===== config.mk =====
export PLATFORM = sky130hd
export DESIGN_NAME = ncsi_avmm_csr_master
export DESIGN_NICKNAME = d
export VERILOG_FILES = /design/src/rtl/ncsi_avmm_csr_master.sv
export SDC_FILE = /design/constraint.sdc
export NUM_CORES = 1
export LEC_CHECK = 0
export ABC_CLOCK_PERIOD_IN_PS = 5000
export CORE_ASPECT_RATIO = 0.7
export CORE_UTILIZATION = 36
export CTS_CLUSTER_SIZE = 16
export DETAILED_ROUTE_END_ITERATION = 8
export PLACE_DENSITY = 0.77
export SLEW_MARGIN = 20
export SYNTH_ARGS = -nofsm -noshare
export SYNTH_HDL_FRONTEND = slang
export SYNTH_SLANG_ARGS = --single-unit

===== constraint.sdc =====
create_clock -name clk -period 5 [get_ports clk]
set_input_delay 1 -clock clk [delete_from_list [all_inputs] [get_ports clk]]
set_output_delay 1 -clock clk [all_outputs]
set_load 0.1 [all_outputs]

===== src/rtl/ncsi_avmm_csr_master.sv =====
// NC-SI CSR request to Avalon-MM master bridge: single read/write with read timeout.
// Optional poll-until-match reads are compiled in only when NCSI_AVMM_POLL_EN is defined.
module ncsi_avmm_csr_master #(
   parameter int unsigned RD_TIMEOUT = 256,
   parameter int unsigned POLL_MAX   = 1024,
   parameter int unsigned POLL_GAP   = 16
) (
   input  logic        clk,
   input  logic        reset,
   input  logic        req_valid,
   output logic        req_ready,
   input  logic [1:0]  req_op,
   input  logic [8:0]  req_addr,
   input  logic [63:0] req_wrdata,
   input  logic [7:0]  req_byteen,
   input  logic [63:0] req_mask,
   output logic        resp_valid,
   output logic [63:0] resp_rddata,
   output logic [1:0]  resp_status,
   output logic [8:0]  m_addr,
   output logic        m_write,
   output logic        m_read,
   output logic [63:0] m_wrdata,
   output logic [7:0]  m_byteen,
   input  logic [63:0] m_rddata,
   input  logic        m_rddvld,
   input  logic        m_waitreq
);
   localparam int unsigned CNT_MAX = (RD_TIMEOUT > POLL_GAP) ? RD_TIMEOUT : POLL_GAP;
   localparam int unsigned CW = $clog2(CNT_MAX + 1);
   localparam logic [CW-1:0] RD_LAST = CW'(RD_TIMEOUT - 1);
   localparam logic [1:0]  ST_OK       = 2'd0;
   localparam logic [1:0]  ST_TIMEOUT  = 2'd1;
   localparam logic [1:0]  ST_POLL_EXH = 2'd2;
   localparam logic [1:0]  ST_ILLEGAL  = 2'd3;
   localparam logic [63:0] TIMEOUT_DATA = 64'hBAADBEEF_DEADBEEF;

   typedef enum logic [2:0] {
      IDLE, WR, RD, RDWAIT,
`ifdef NCSI_AVMM_POLL_EN
      GAP,
`endif
      RESP
   } state_t;

   state_t         state_q, state_d;
   logic [8:0]     addr_q, addr_d;
   logic [63:0]    wrdata_q, wrdata_d;
   logic [7:0]     byteen_q, byteen_d;
   logic [CW-1:0]  cnt_q, cnt_d;
   logic [63:0]    rddata_q, rddata_d;
   logic [1:0]     status_q, status_d;

`ifdef NCSI_AVMM_POLL_EN
   localparam int unsigned AW = $clog2(POLL_MAX + 1);
   localparam logic [CW-1:0] GAP_LAST = CW'(POLL_GAP - 1);
   localparam logic [AW-1:0] ATT_LAST = AW'(POLL_MAX - 1);
   logic           poll_q, poll_d;
   logic [63:0]    mask_q, mask_d;
   logic [AW-1:0]  att_q, att_d;
   logic           match;
   // req_wrdata doubles as the poll expected value
   assign match = ((m_rddata & mask_q) == (wrdata_q & mask_q));
`else
   logic unused_mask;
   assign unused_mask = ^req_mask;
`endif

   always_ff @(posedge clk or posedge reset) begin
      if (reset) begin
         state_q  <= IDLE;
         addr_q   <= '0;
         wrdata_q <= '0;
         byteen_q <= '0;
         cnt_q    <= '0;
         rddata_q <= '0;
         status_q <= '0;
`ifdef NCSI_AVMM_POLL_EN
         poll_q   <= 1'b0;
         mask_q   <= '0;
         att_q    <= '0;
`endif
      end else begin
         state_q  <= state_d;
         addr_q   <= addr_d;
         wrdata_q <= wrdata_d;
         byteen_q <= byteen_d;
         cnt_q    <= cnt_d;
         rddata_q <= rddata_d;
         status_q <= status_d;
`ifdef NCSI_AVMM_POLL_EN
         poll_q   <= poll_d;
         mask_q   <= mask_d;
         att_q    <= att_d;
`endif
      end
   end

   always_comb begin
      state_d  = state_q;
      addr_d   = addr_q;
      wrdata_d = wrdata_q;
      byteen_d = byteen_q;
      cnt_d    = cnt_q;
      rddata_d = rddata_q;
      status_d = status_q;
`ifdef NCSI_AVMM_POLL_EN
      poll_d   = poll_q;
      mask_d   = mask_q;
      att_d    = att_q;
`endif
      case (state_q)
         IDLE: begin
            if (req_valid) begin
               addr_d   = req_addr;
               wrdata_d = req_wrdata;
               byteen_d = req_byteen;
`ifdef NCSI_AVMM_POLL_EN
               poll_d   = 1'b0;
`endif
               case (req_op)
                  2'd0: state_d = RD;
                  2'd1: state_d = WR;
`ifdef NCSI_AVMM_POLL_EN
                  2'd2: begin
                     state_d = RD;
                     poll_d  = 1'b1;
                     mask_d  = req_mask;
                     att_d   = '0;
                  end
`endif
                  default: begin
                     state_d  = RESP;
                     status_d = ST_ILLEGAL;
                     rddata_d = '0;
                  end
               endcase
            end
         end
         WR: begin
            if (!m_waitreq) begin
               state_d  = RESP;
               status_d = ST_OK;
               rddata_d = '0;
            end
         end
         RD: begin
            if (!m_waitreq) begin
               state_d = RDWAIT;
               cnt_d   = '0;
            end
         end
         RDWAIT: begin
            if (m_rddvld) begin
               state_d  = RESP;
               status_d = ST_OK;
               rddata_d = m_rddata;
`ifdef NCSI_AVMM_POLL_EN
               if (poll_q && !match) begin
                  att_d = att_q + 1'b1;
                  if (att_q == ATT_LAST) begin
                     status_d = ST_POLL_EXH;
                  end else begin
                     state_d = GAP;
                     cnt_d   = '0;
                  end
               end
`endif
            end else if (cnt_q == RD_LAST) begin
               state_d  = RESP;
               status_d = ST_TIMEOUT;
               rddata_d = TIMEOUT_DATA;
            end else begin
               cnt_d = cnt_q + 1'b1;
            end
         end
`ifdef NCSI_AVMM_POLL_EN
         GAP: begin
            if (cnt_q == GAP_LAST) state_d = RD;
            else                   cnt_d   = cnt_q + 1'b1;
         end
`endif
         RESP:    state_d = IDLE;
         default: state_d = IDLE;
      endcase
   end

   assign req_ready   = (state_q == IDLE);
   assign resp_valid  = (state_q == RESP);
   assign resp_rddata = rddata_q;
   assign resp_status = status_q;
   assign m_write     = (state_q == WR);
   assign m_read      = (state_q == RD);
   assign m_addr      = addr_q;
   assign m_wrdata    = wrdata_q;
   assign m_byteen    = byteen_q;

endmodule


Word level (Yosys, flattened, before mapping)
Index checks and enable logic that the tools add are counted.
Widths: inputs -> output; s select.
Word-level totals
  flip-flop bits (word level): 159
  bits of input ports: 216
  output and inout port bits: 151
  word-level logic and storage cells: 53
Operators by class
  add/sub/neg operators: 1
  equal/unequal tests: 13
  mux-type cells: 23
  reduce and logical (&&, ||, !) cells: 9
Operators with widths (count)
  $mux 64: 5
  $pmux 64 s3: 1
  $mux 9: 3
  $pmux 9 s2: 1
  $mux 3: 5
  $ne 2x2->1 const B: 6
  $pmux 3 s4: 1
  $mux 2: 5
  $add 9x1->9 const B: 1
  $eq 9x8->1 const B: 1
  $reduce_and 4->1: 2
  $eq 3x2->1 const B: 2
  $pmux 2 s3: 1
  $pmux 3 s2: 1
  $reduce_and 5->1: 1
  $eq 3x1->1 const B: 1
  $eq 3x3->1 const B: 1
  $logic_not 3->1: 1
  $ne 3x3->1 const B: 1
  $reduce_bool 3->1: 1
  $eq 2x1->1 const B: 1
  $logic_not 2->1: 1
  $reduce_and 2->1: 1
  $reduce_bool 2->1: 1
  $reduce_or 2->1: 1

Depth between registers and ports, before layout
  depth in word-level cells: 5
  mapped depth: 11
  mapped depth without buffers: 9

Least setup slack after synthesis
No wires, ideal clock.
  path type: reg2out
  start: reg state_q[0]
  end: out resp_valid
  arrival: 2.786 ns
  required time: 4.000 ns
  path slack: 1.214 ns
  cell stages (with the launch flop): 3
  path buffers: 1
  path through: dfrtp_1 -> buf_2 -> nor3b_1
Between the ends
  word-level cells in the longest chain between the ends: 1
RTL lines
  start: declaration: RTL line 46  | state_t state_q, state_d;
  start signal: assignment: RTL line 84  | state_q <= state_d;
  $eq 3x3->1: RTL line 189  | assign resp_valid = (state_q == RESP);
  end: declaration: RTL line 17  | output logic resp_valid,
Every way passes these cells.

Final worst setup path
  start: reg state_q[1]
  end: out m_read
Between the ends
  word-level cells in the longest chain between the ends: 1
RTL lines
  $eq 3x2->1: RTL line 193  | assign m_read = (state_q == RD);
  end: declaration: RTL line 22  | output logic m_read,
Every way passes these cells.

==> metrics.md <==
| Metric | Value |
|---|---|
| CP Class | `reg2out` |
| Predominant post-synthesis flop cell | `dfrtp_1` |
| Die width | `167 um` |
| Clk buf depth | `2` |
| Largest net degree at the start of global routing | `64` |
| CTS Buf Count | `17` |
| Root Buffer | `clkbuf_16` |
| Final setup skew | `0.0123 ns` |
| Port Buffers | `about 300` |
| Via count | `4,988` |
| Post-CTS Setup Inserts | `0` |
| Area leader, netlist | `dfrtp_1` |
| Post-synth top area share | `a little under 60%` |
| Post-Syn Instances | `504` |
| Syn Std Cell Area | `6830 um2` |
| Std-Cell Core Area | `18,300 um2` |
| Violated checks | `design-rule violations` |
| Global-route usage over all layers | `~18%` |
| Routed wire length | `17.4 mm` |
| WL/cell | `16.6 um` |
| Via/cell ratio | `4.76` |
| Crit share post-route | `between 70% and 80%` |
| Critical-path cell list | `inv_1 > nor3_1 > clkdlybuf4s50_1` |
| Maximum capacitance violations | `0` |
| Outcome | `complete, but fails checks` |
| TritonRoute pass-1 iters | `6` |
| Worst path max stage delay | `1.16 ns` |
| Most numerous cell in the Yosys netlist | `dfrtp_1` |
| WP data required | `4.00 ns` |
| Setup-failing EPs final | `0` |
| Number of flops mapped to enable cells by yosys | `0` |
| First-pass GRT wire length | `roughly 27 mm` |
| Effective utilization at floorplan | `37.3%` |
| CP Capture Type | `output pin` |
| Final net count | `around 1,000` |
| Worst-path maximum fanout | `14` |
| Slowest stage cell, crit path | `clkdlybuf4s50_1` |
| Register area share after synthesis | `58.3%` |
| Cts hold-fix bufs | `0` |
| Initial antenna violation count | `0` |
| DRC viols | `21` |
| Yosys reg bits | `159` |
| CTS tree | `yes` |
| Number of global-route vias before repair | `5,107` |
| Core Rows | `41` |
| Synthesized area per cell | `13.5 um2` |
| # IOs | `367` |
| Critical path startpoint category | `flop` |
| ANT cells | `0` |
| Ys async rst share | `100%` |
| Worst Max-Slew Pin Slew | `1.04 ns` |
| Post-synth cell types | `36` |
| Htree depth | `4` |
| Post-route setup TNS | `0 ns` |
| RSZ-0062 raised after global routing | `false` |
| First DRT Iteration DRCs | `243` |
| Remaining antenna violation count | `0` |
| Reg clk slew, reported paths | `0.06 ns` |
| Max-slew violations | `0` |
| CTS sink cnt | `159` |
| Family with the most delay on the worst path | `buffers and inverters` |
| FF-to-FF Start | `cnt_q[0]` |
| WP buf/inv | `2` |
| Critical path startpoint | `state_q[1]` |
| Area Overhead vs Synth | `54.0%` |
| Crit path DAT | `2.55 ns` |
| GRT overflow | `0` |
| Final Wtd Congestion | `0.764` |
| Worst min path class | `reg2reg` |
| Share of layout cells above drive strength 1 | `21.0%` |
| Syn_nets | `slightly above 700` |
| Yosys Warn Count | `0` |
| Die area | `just under 20,000 um2` |
| Die height | `117 um` |
| HP Start | `cnt_q[8]` |
| Slew margin rel. | `30.2%` |
| Fin crit period | `between 3 and 4 ns` |
| Final Hold Viols | `0` |
| Hpwl dp | `12.2 mm` |
| FMAX | `282 MHz` |
| Area contributors post-synth | `dfrtp_1, mux2_2, mux2_4` |
| Top cells by count, synth | `dfrtp_1, mux2_2, a21oi_1` |
| Quantity of gates resized following cts | `0` |
| Clock Latency Late Sink | `0.42 ns` |
==> metal layers <==
metal  routed length, um  global-route usage, %
met2                8270                   29.3
met4                 180                   5.37
met5                   0                      0
met3                1280                   5.55
met1                7680                   22.5
==> cell usage in the layout (no fill, tap or decap), types with 2 or more instances in the layout <==
cell and n:
nand4_1 4, clkdlybuf4s50_1 301, mux2_2 81, nor3_1 3, clkbuf_16 17, ha_1 2
inv_6 3, clkinv_4 3, nor3b_1 2, inv_8 2, or3_1 3, clkbuf_1 2
xor2_1 4, nand2_1 5, a21oi_1 52, inv_1 50, nand2b_1 2, dfrtp_1 159
nand3_1 2, clkinvlp_4 6, o21ai_0 8, mux2_4 47, buf_4 6, nor2_1 11
and3_1 3, a211oi_1 2, a22o_1 18
==> cells by family after synthesis <==
family	synth area share (%)
flip-flops	58.3
multiplexers	23.7
AO/OA/AOI/OAI	7.55
buffers and inverters	6.27
AND/OR/NAND/NOR	3.35
XOR/XNOR	0.513
adder cells (fa/ha/maj)	0.366
==> registers in the layout, indices dropped and copies added, names as in the netlist <==
signal	cells
resp_rddata	64
m_addr	9
m_wrdata	64
m_byteen	8
cnt_q	9
resp_status	2
state_q	3
==> metrics by stage <==
| step | instances | instance area (um2) | hold WS (ns) | util [%] | setup WS [ns] |
|---|---|---|---|---|---|
| 6_report | 1049 | 10500 | 0.487 | 57.4 | 1.45 |
| 5_1_grt | 1049 | 10500 | 0.512 | 57.4 | 1.31 |
| 4_1_cts | 1049 | 10500 | 0.498 | 57.4 | 1.46 |
| 3_5_place_dp | 1017 | 9970 | 0.484 | 54.4 | 1.50 |
| 3_3_place_gp | 1017 | 9970 | 0.464 | 54.4 | 1.51 |
| 2_1_floorplan | 504 | 6830 | 0.450 | - | 1.21 |
==> final timing paths <==
check                                      end  slack [ns]  cells past startpoint
worst max-delay path                    m_read        1.45                      3
worst min-delay path                  cnt_q[8]        0.49                      2
worst max register to register  resp_rddata[5]        1.89                      9
worst min register to register        cnt_q[8]        0.49                      2
max in group asynchronous            m_addr[3]        2.94                      3
min in group asynchronous            m_addr[8]        1.02                      2
==> worst reg2reg max path, delay by kind of cell, from the launching register on <==
kind / cells / cell delay, ns
and+or+nand+nor: 4 / 0.51
AOI/OAI and AO/OA: 1 / 0.75
buffers and inverters: 1 / 0.55
adders and majority gates: 2 / 0.41
muxes: 1 / 0.37
DFF: 1 / 0.40
==> area by class of cell <==
type / instances / area, um2
Clock buffer: 19 / 433
Timing Repair Buffer: 308 / 3060
Clock inverter: 13 / 106
Sequential cell: 159 / 3980
Fill cell: 1531 / 7800
Inverter: 52 / 206
Multi-Input combinational cell: 262 / 2430
Tap cell: 236 / 295
Power is not shown: default switching activity piles up to over one toggle a cycle in this logic, so the estimate is an artifact.
